**src/rtl/mult32x32_fast_fsm.sv**
```systemverilog
// Control FSM for the 32x32 fast multiplier: sequences up to four 16x16 partial
// products into the arith unit's product register, skipping zero-MSW terms.
module mult32x32_fast_fsm #(
  parameter bit SKIP_EN = 1'b1,
  parameter int CNT_W   = 3
) (
  input  logic             clk,
  input  logic             reset,
  input  logic             start,
  input  logic             a_msw_is_0,
  input  logic             b_msw_is_0,
  output logic             busy,
  output logic             done,
  output logic             a_sel,
  output logic             b_sel,
  output logic [1:0]       shift_sel,
  output logic             upd_prod,
  output logic             clr_prod,
  output logic [CNT_W-1:0] op_cycles
);

  typedef enum logic [2:0] {
    IDLE,
    A0B0,
    A0B1,
    A1B0,
    A1B1,
    DONE
  } state_t;

  state_t state, state_nxt;

  always_ff @(posedge clk) begin
    if (!reset) begin
      state     <= IDLE;
      op_cycles <= '0;
    end else begin
      state <= state_nxt;
      if (state == IDLE && start) begin
        op_cycles <= '0;
      end else if (upd_prod) begin
        op_cycles <= op_cycles + CNT_W'(1);
      end
    end
  end

  always_comb begin
    state_nxt = state;
    busy      = 1'b0;
    done      = 1'b0;
    a_sel     = 1'b0;
    b_sel     = 1'b0;
    shift_sel = 2'd0;
    upd_prod  = 1'b0;
    clr_prod  = 1'b0;
    case (state)
      IDLE: begin
        clr_prod = start;
        if (start) state_nxt = A0B0;
      end
      A0B0: begin
        busy     = 1'b1;
        upd_prod = 1'b1;
        if (!SKIP_EN || !b_msw_is_0) state_nxt = A0B1;
        else if (!a_msw_is_0)        state_nxt = A1B0;
        else                         state_nxt = DONE;
      end
      A0B1: begin
        busy      = 1'b1;
        upd_prod  = 1'b1;
        b_sel     = 1'b1;
        shift_sel = 2'd1;
        // b MSW is nonzero here, so a zero a MSW makes both A1 terms zero
        if (!SKIP_EN || !a_msw_is_0) state_nxt = A1B0;
        else                         state_nxt = DONE;
      end
      A1B0: begin
        busy      = 1'b1;
        upd_prod  = 1'b1;
        a_sel     = 1'b1;
        shift_sel = 2'd1;
        if (!SKIP_EN || !b_msw_is_0) state_nxt = A1B1;
        else                         state_nxt = DONE;
      end
      A1B1: begin
        busy      = 1'b1;
        upd_prod  = 1'b1;
        a_sel     = 1'b1;
        b_sel     = 1'b1;
        shift_sel = 2'd2;
        state_nxt = DONE;
      end
      DONE: begin
        done      = 1'b1;
        state_nxt = IDLE;
      end
      default: state_nxt = IDLE;
    endcase
  end

endmodule

```
**config.mk**
```make
export PLATFORM = sky130hd
export DESIGN_NAME = mult32x32_fast_fsm
export DESIGN_NICKNAME = d
export VERILOG_FILES = /design/src/rtl/mult32x32_fast_fsm.sv
export SDC_FILE = /design/constraint.sdc
export NUM_CORES = 1
export LEC_CHECK = 0
export BUFFER_PORTS_ARGS = -buffer_cell sky130_fd_sc_hd__buf_4
export CELL_PAD_IN_SITES_DETAIL_PLACEMENT = 1
export CELL_PAD_IN_SITES_GLOBAL_PLACEMENT = 2
export CORE_UTILIZATION = 23
export DETAILED_ROUTE_END_ITERATION = 10
export PLACE_DENSITY_LB_ADDON = 0.3
export SETUP_SLACK_MARGIN = 0.05
export SYNTH_ARGS = -nofsm -noshare
export SYNTH_HDL_FRONTEND = slang
export SYNTH_SLANG_ARGS = --single-unit
```
**constraint.sdc**
```tcl
create_clock -name clk -period 1.2 [get_ports clk]
set_input_delay 0.12 -clock clk [delete_from_list [all_inputs] [get_ports clk]]
set_output_delay 0.12 -clock clk [all_outputs]
set_load 0.05 [all_outputs]
```
### Word-level counts from Yosys, hierarchy flattened

Index checks and enable logic that the tools add are counted.

* word-level logic and storage cells: 28
* bits of input ports: 5
* register bits after elaboration: 6

* muxes and demuxes: 11
* bitwise gates (word level): 1
* eq/ne operators: 6
* reductions and logical operators: 7
* add/subtract/negate cells: 1

Operators by type and width (count)
* one-hot mux 3 bit (5 select lines): 1
* 2-to-1 mux 3 bit: 3
* OR reduction 2 bit: 4
* == test 3 x 2 -> 1 bit, second input constant: 2
* == test 3 bit, second input constant: 2
* 2-to-1 mux 1 bit: 6
* one-hot mux 2 bit (2 select lines): 1
* OR reduction 4 bit: 1
* adder 3 x 1 -> 3 bit, second input constant: 1
* == test 3 x 1 -> 1 bit, second input constant: 1
* zero test 3 bit: 1
* != test 2 bit, second input constant: 1
* logical AND 1 bit: 1
* NOT 1 bit: 1

### Longest topological paths before layout

* depth after elaboration: 3
* gate-level depth with buffers: 4
* gate-level depth less buffers: 4

### Worst setup path after synthesis

No wires, ideal clock.

* kind: flip-flop to output port
* start point: reg state[2]
* end point: out upd_prod
* data arrival time: 1.836 ns
* setup slack: -0.756 ns
* cell stages (with the launch flop): 5
* cell sequence: dfxtp_1 -> buf_2 -> buf_2 -> xnor2_1 -> buf_4

* longest elaborated chain between the ends: 3
* elaborated cells between the ends (all ways): 6
* those cells by class: eq/ne (4); mux (1); reduce/logical (1)

Ends and longest elaborated chain
* start: declaration: RTL line 31 `state_t state, state_nxt;`
* start signal: assignment: RTL line 38 `state <= state_nxt;`
* == test 3 x 2 -> 1 bit (tied with other cells)
* OR reduction 4 bit (no source line) (*)
* 2-to-1 mux 1 bit (*)
* end: declaration: RTL line 17 `output logic upd_prod,`

Every way passes the cells marked *; elsewhere a longest branch is shown, timed or not.

### Final worst setup path

* start point: reg state[1]
* end point: out clr_prod

* longest elaborated chain between the ends: 2

Ends and longest elaborated chain
* zero test 3 bit: RTL line 56 `case (state)`
* 2-to-1 mux 1 bit: RTL line 56
* end: declaration: RTL line 18 `output logic clr_prod,`

Every way passes these cells.

==> metrics.csv <==
stage,metric,value,unit
sta,Final setup viols,12,
cts,Root Buffer,clkbuf_4,
route,router iterations before antenna repair,2,
layout,Finished Cell Area,951,sq um
route,WL/cell,14.0,um
power,pwr dens,1470,nW/um^2
yosys,Syn Nets,59,
global_route,largest net degree at the start of global routing,12,
global_route,first-pass GRT wire length,2350,um
sta,Hold WS,0.151,ns
floorplanning,Top Ports,16,
critical_path,Crit path max-delay family,simple AND/OR/NAND/NOR gates,
placed_design,Port Buffer Count,15,
floorplanning,chip width,46.3,um
critical_path,R2R depth,5,
placed_design,dpl cells,95,
cts,CTS tree,yes,
power,clock power share,13.6,%
cts,Post-CTS Hold Buffers,0,
route,Final ANT Viol Nets,0,
yosys,Yosys cell types,27,
power,VDD IR max,731,uV
global_route,gr ovfl total,0,
layout,area grow syn2layout,111,%
critical_path,crit path max fanout,4,
job,Max Cap Violations,0,
critical_path,Worst setup SP type,flop,
worst_hold_path,Hold Startpoint,reset,
cts,later-pin clock latency in the skew report,0.24,ns
sta,RSZ-0062 raised after global routing,true,
power,switch share,42.7,%
yosys,synthesized flop and latch total,6,
critical_path,delay of the slowest cell on the worst path,0.42,ns
worst_hold_path,Hold Path Depth,3,
floorplanning,core footprint,1780,sq um
sta,Fmax,717,MHz
route,via count,501,
power,total power,1.39,mW
critical_path,Critical Path RT,1.08,ns
floorplanning,# rows,15,
critical_path,worst reg-to-reg setup slack,-0.11,ns
worst_hold_path,Hold EP,state[2],
critical_path,cells along the critical path,or3b_4 > nor2_4 > buf_8,
power,Gate power share,66.8,%
critical_path,reg-to-reg startpoint,state[1],
critical_path,r2r endpoint,op_cycles[2],
sta,worst setup margin,-0.194,ns
critical_path,CP max stage cell,or3b_4,
power,Int Pwr,0.799,mW
status,status,"complete, but fails checks",
floorplanning,Initial Utilization,25.3,%
floorplanning,Die Footprint,2140,sq um
yosys,cell count after synthesis,53,
global_route,number of global-route vias before repair,524,
global_route,antenna violations before repair,0,
route,routed wire length,1500,um
sta,Slew headroom,82.7,%
critical_path,Buf/Inv on CP,1,
layout,# nets final,90,
yosys,Mean Syn Cell Area,8.50,sq um
cts,htree depth,1,
power,P_leak,0.411,nW
cts,"Reg clk slew, reported paths",0.05,ns
status,failing checks,setup timing,
critical_path,WS Path Type,reg -> out,
yosys,synth warn,0,
layout,final non-filler cell total,107,
route,Remaining DRCs,0,
cts,TritonCTS Buffers,3,
layout,share of cells above drive strength 1,81.7,%
placed_design,placed instance area,678,sq um
global_route,Global Route Usage Sum,16.0,%
sta,final max-slew violation count,0,
layout,footprint of the multi-input gates,432,sq um
placed_design,post-DP HPWL,932,um
layout,Reg area,138,sq um
sta,crit share post-route,116,%
worst_hold_path,Worst Hold Class,in -> reg,
power,switching pwr,0.595,mW
yosys,"Seq/Total Area, Yosys",26.7,%
cts,CTS Sinks,6,
critical_path,critical path capture point type,output pin,
critical_path,crit path DAT,1.27,ns
sta,Slew @ Worst Pin,0.259,ns
placed_design,GPL Wtd Cong,0.735,
route,vias per std cell,4.68,
layout,# fillers,195,
sta,Final min period,1.39,ns
layout,n_diodes,0,
cts,worst-case clock buffer depth,2,
route,1st-iter DRT viols,4,
sta,final count of hold timing violations,0,
power,part of the power in registers,19.6,%
yosys,Mapped Area,450,sq um
sta,worst-case clock skew,0.00242,ns
floorplanning,die height,46.3,um
==> worst max path at each step <==
stage	from	to	slack (ns)	cells past startpoint
3_3_place_gp	state[0]	op_cycles[0]	-0.006	4
5_1_grt	state[1]	clr_prod	-0.23	3
3_5_place_dp	state[0]	op_cycles[0]	-0.05	4
4_1_cts	state[1]	clr_prod	-0.19	3
2_1_floorplan	state[2]	upd_prod	-0.06	4
6_report	state[1]	clr_prod	-0.19	3
==> tightest hold or removal path: cells and delay by family <==
kind / cells / cell delay (ns)
buffers and inverters: 1 / 0.12
AO/OA/AOI/OAI: 2 / 0.11
==> power by group through the flow <==
stage | clock (mW) | sequential [mW] | combinational (mW)
floorplan | 0 | 0.304 | 0.488
global placement | 0 | 0.271 | 0.651
detailed placement | 0 | 0.272 | 0.655
CTS | 0.199 | 0.273 | 0.881
global route | 0.212 | 0.280 | 0.990
finish | 0.189 | 0.274 | 0.932
==> cell type report <==
type	count	share of cell area, %
multi-input combinational	38	45.4
timing repair buffer	32	33.3
sequential	6	14.5
tap	25	3.29
clock buffer	3	2.37
inverter	3	1.18
==> cell usage after synthesis <==
cell type,count,area (sq um)
a2111oi_2,1,15.0
a211oi_1,1,7.51
nor2_1,2,7.51
and2_1,1,6.26
ha_1,1,12.5
o211ai_1,1,7.51
nor2b_1,2,12.5
or2_0,1,6.26
nand2_1,4,15.0
or3_1,1,6.26
or3b_1,1,8.76
a311oi_1,1,8.76
inv_1,3,11.3
a221oi_1,3,26.3
xnor2_1,4,35.0
dfxtp_1,6,120
o31ai_2,1,12.5
and2_2,1,7.51
buf_2,3,15.0
mux2i_1,1,10.0
a2bb2oi_1,1,8.76
a21o_1,3,22.5
buf_6,1,11.3
a21oi_1,4,20.0
nor2_4,1,11.3
buf_4,2,15.0
nor3_1,2,10.0
==> registers in the layout, summed over array words and instances, names as in the netlist <==
register   cells
op_cycles      3
state          3
==> layout by cell type (no fill, tap or decap), types with 2 or more instances in the layout <==
master / Yosys / final
nand2_1: 4 / 3
nor2b_4: 0 / 2
dfxtp_2: 0 / 2
inv_1: 3 / 3
nor2_4: 1 / 3
buf_6: 1 / 11
dfxtp_4: 0 / 4
clkbuf_4: 0 / 3
a221oi_2: 0 / 3
and2_4: 0 / 2
a21o_1: 3 / 2
a21oi_1: 4 / 3
buf_4: 2 / 17
xnor2_2: 0 / 3
buf_8: 0 / 3
==> layer usage <==
metal	track usage [%]	up-vias	share of wire, %
li1	-	252	-
met5	0	-	0
met4	8.82	0	0.33
met2	29.9	10	58
met1	17.4	237	39
met3	1.18	2	1.9
==> stage by stage <==
step / TNS [ns] / utilization, % / setup slack [ns]
3_3_place_gp: -0.00559 / 38.0 / -0.00559
2_1_floorplan: -0.161 / - / -0.0618
5_1_grt: -1.82 / 53.3 / -0.234
3_5_place_dp: -0.121 / 38.0 / -0.0505
6_report: -1.07 / 53.3 / -0.194
4_1_cts: -0.933 / 50.9 / -0.191
==> logic make-up (layout without fill, tap and decap cells) <==
family	after synthesis	count (layout)	synth area share (%)
compound gates	16	16	28.6
xor+xnor	4	4	7.78
fa+ha+maj	1	1	2.78
buf+inv	9	38	11.7
flops	6	6	26.7
mux	1	1	2.22
simple gates	16	16	20.3
==> what timing repair did <==
action | in CTS | in global routing
resized for setup | 35 | 5
setup endpoints to repair | 14 | 14
buffers inserted | 7 | 2
pin swaps | 16 | 6
(Power assumes the default switching activity.)
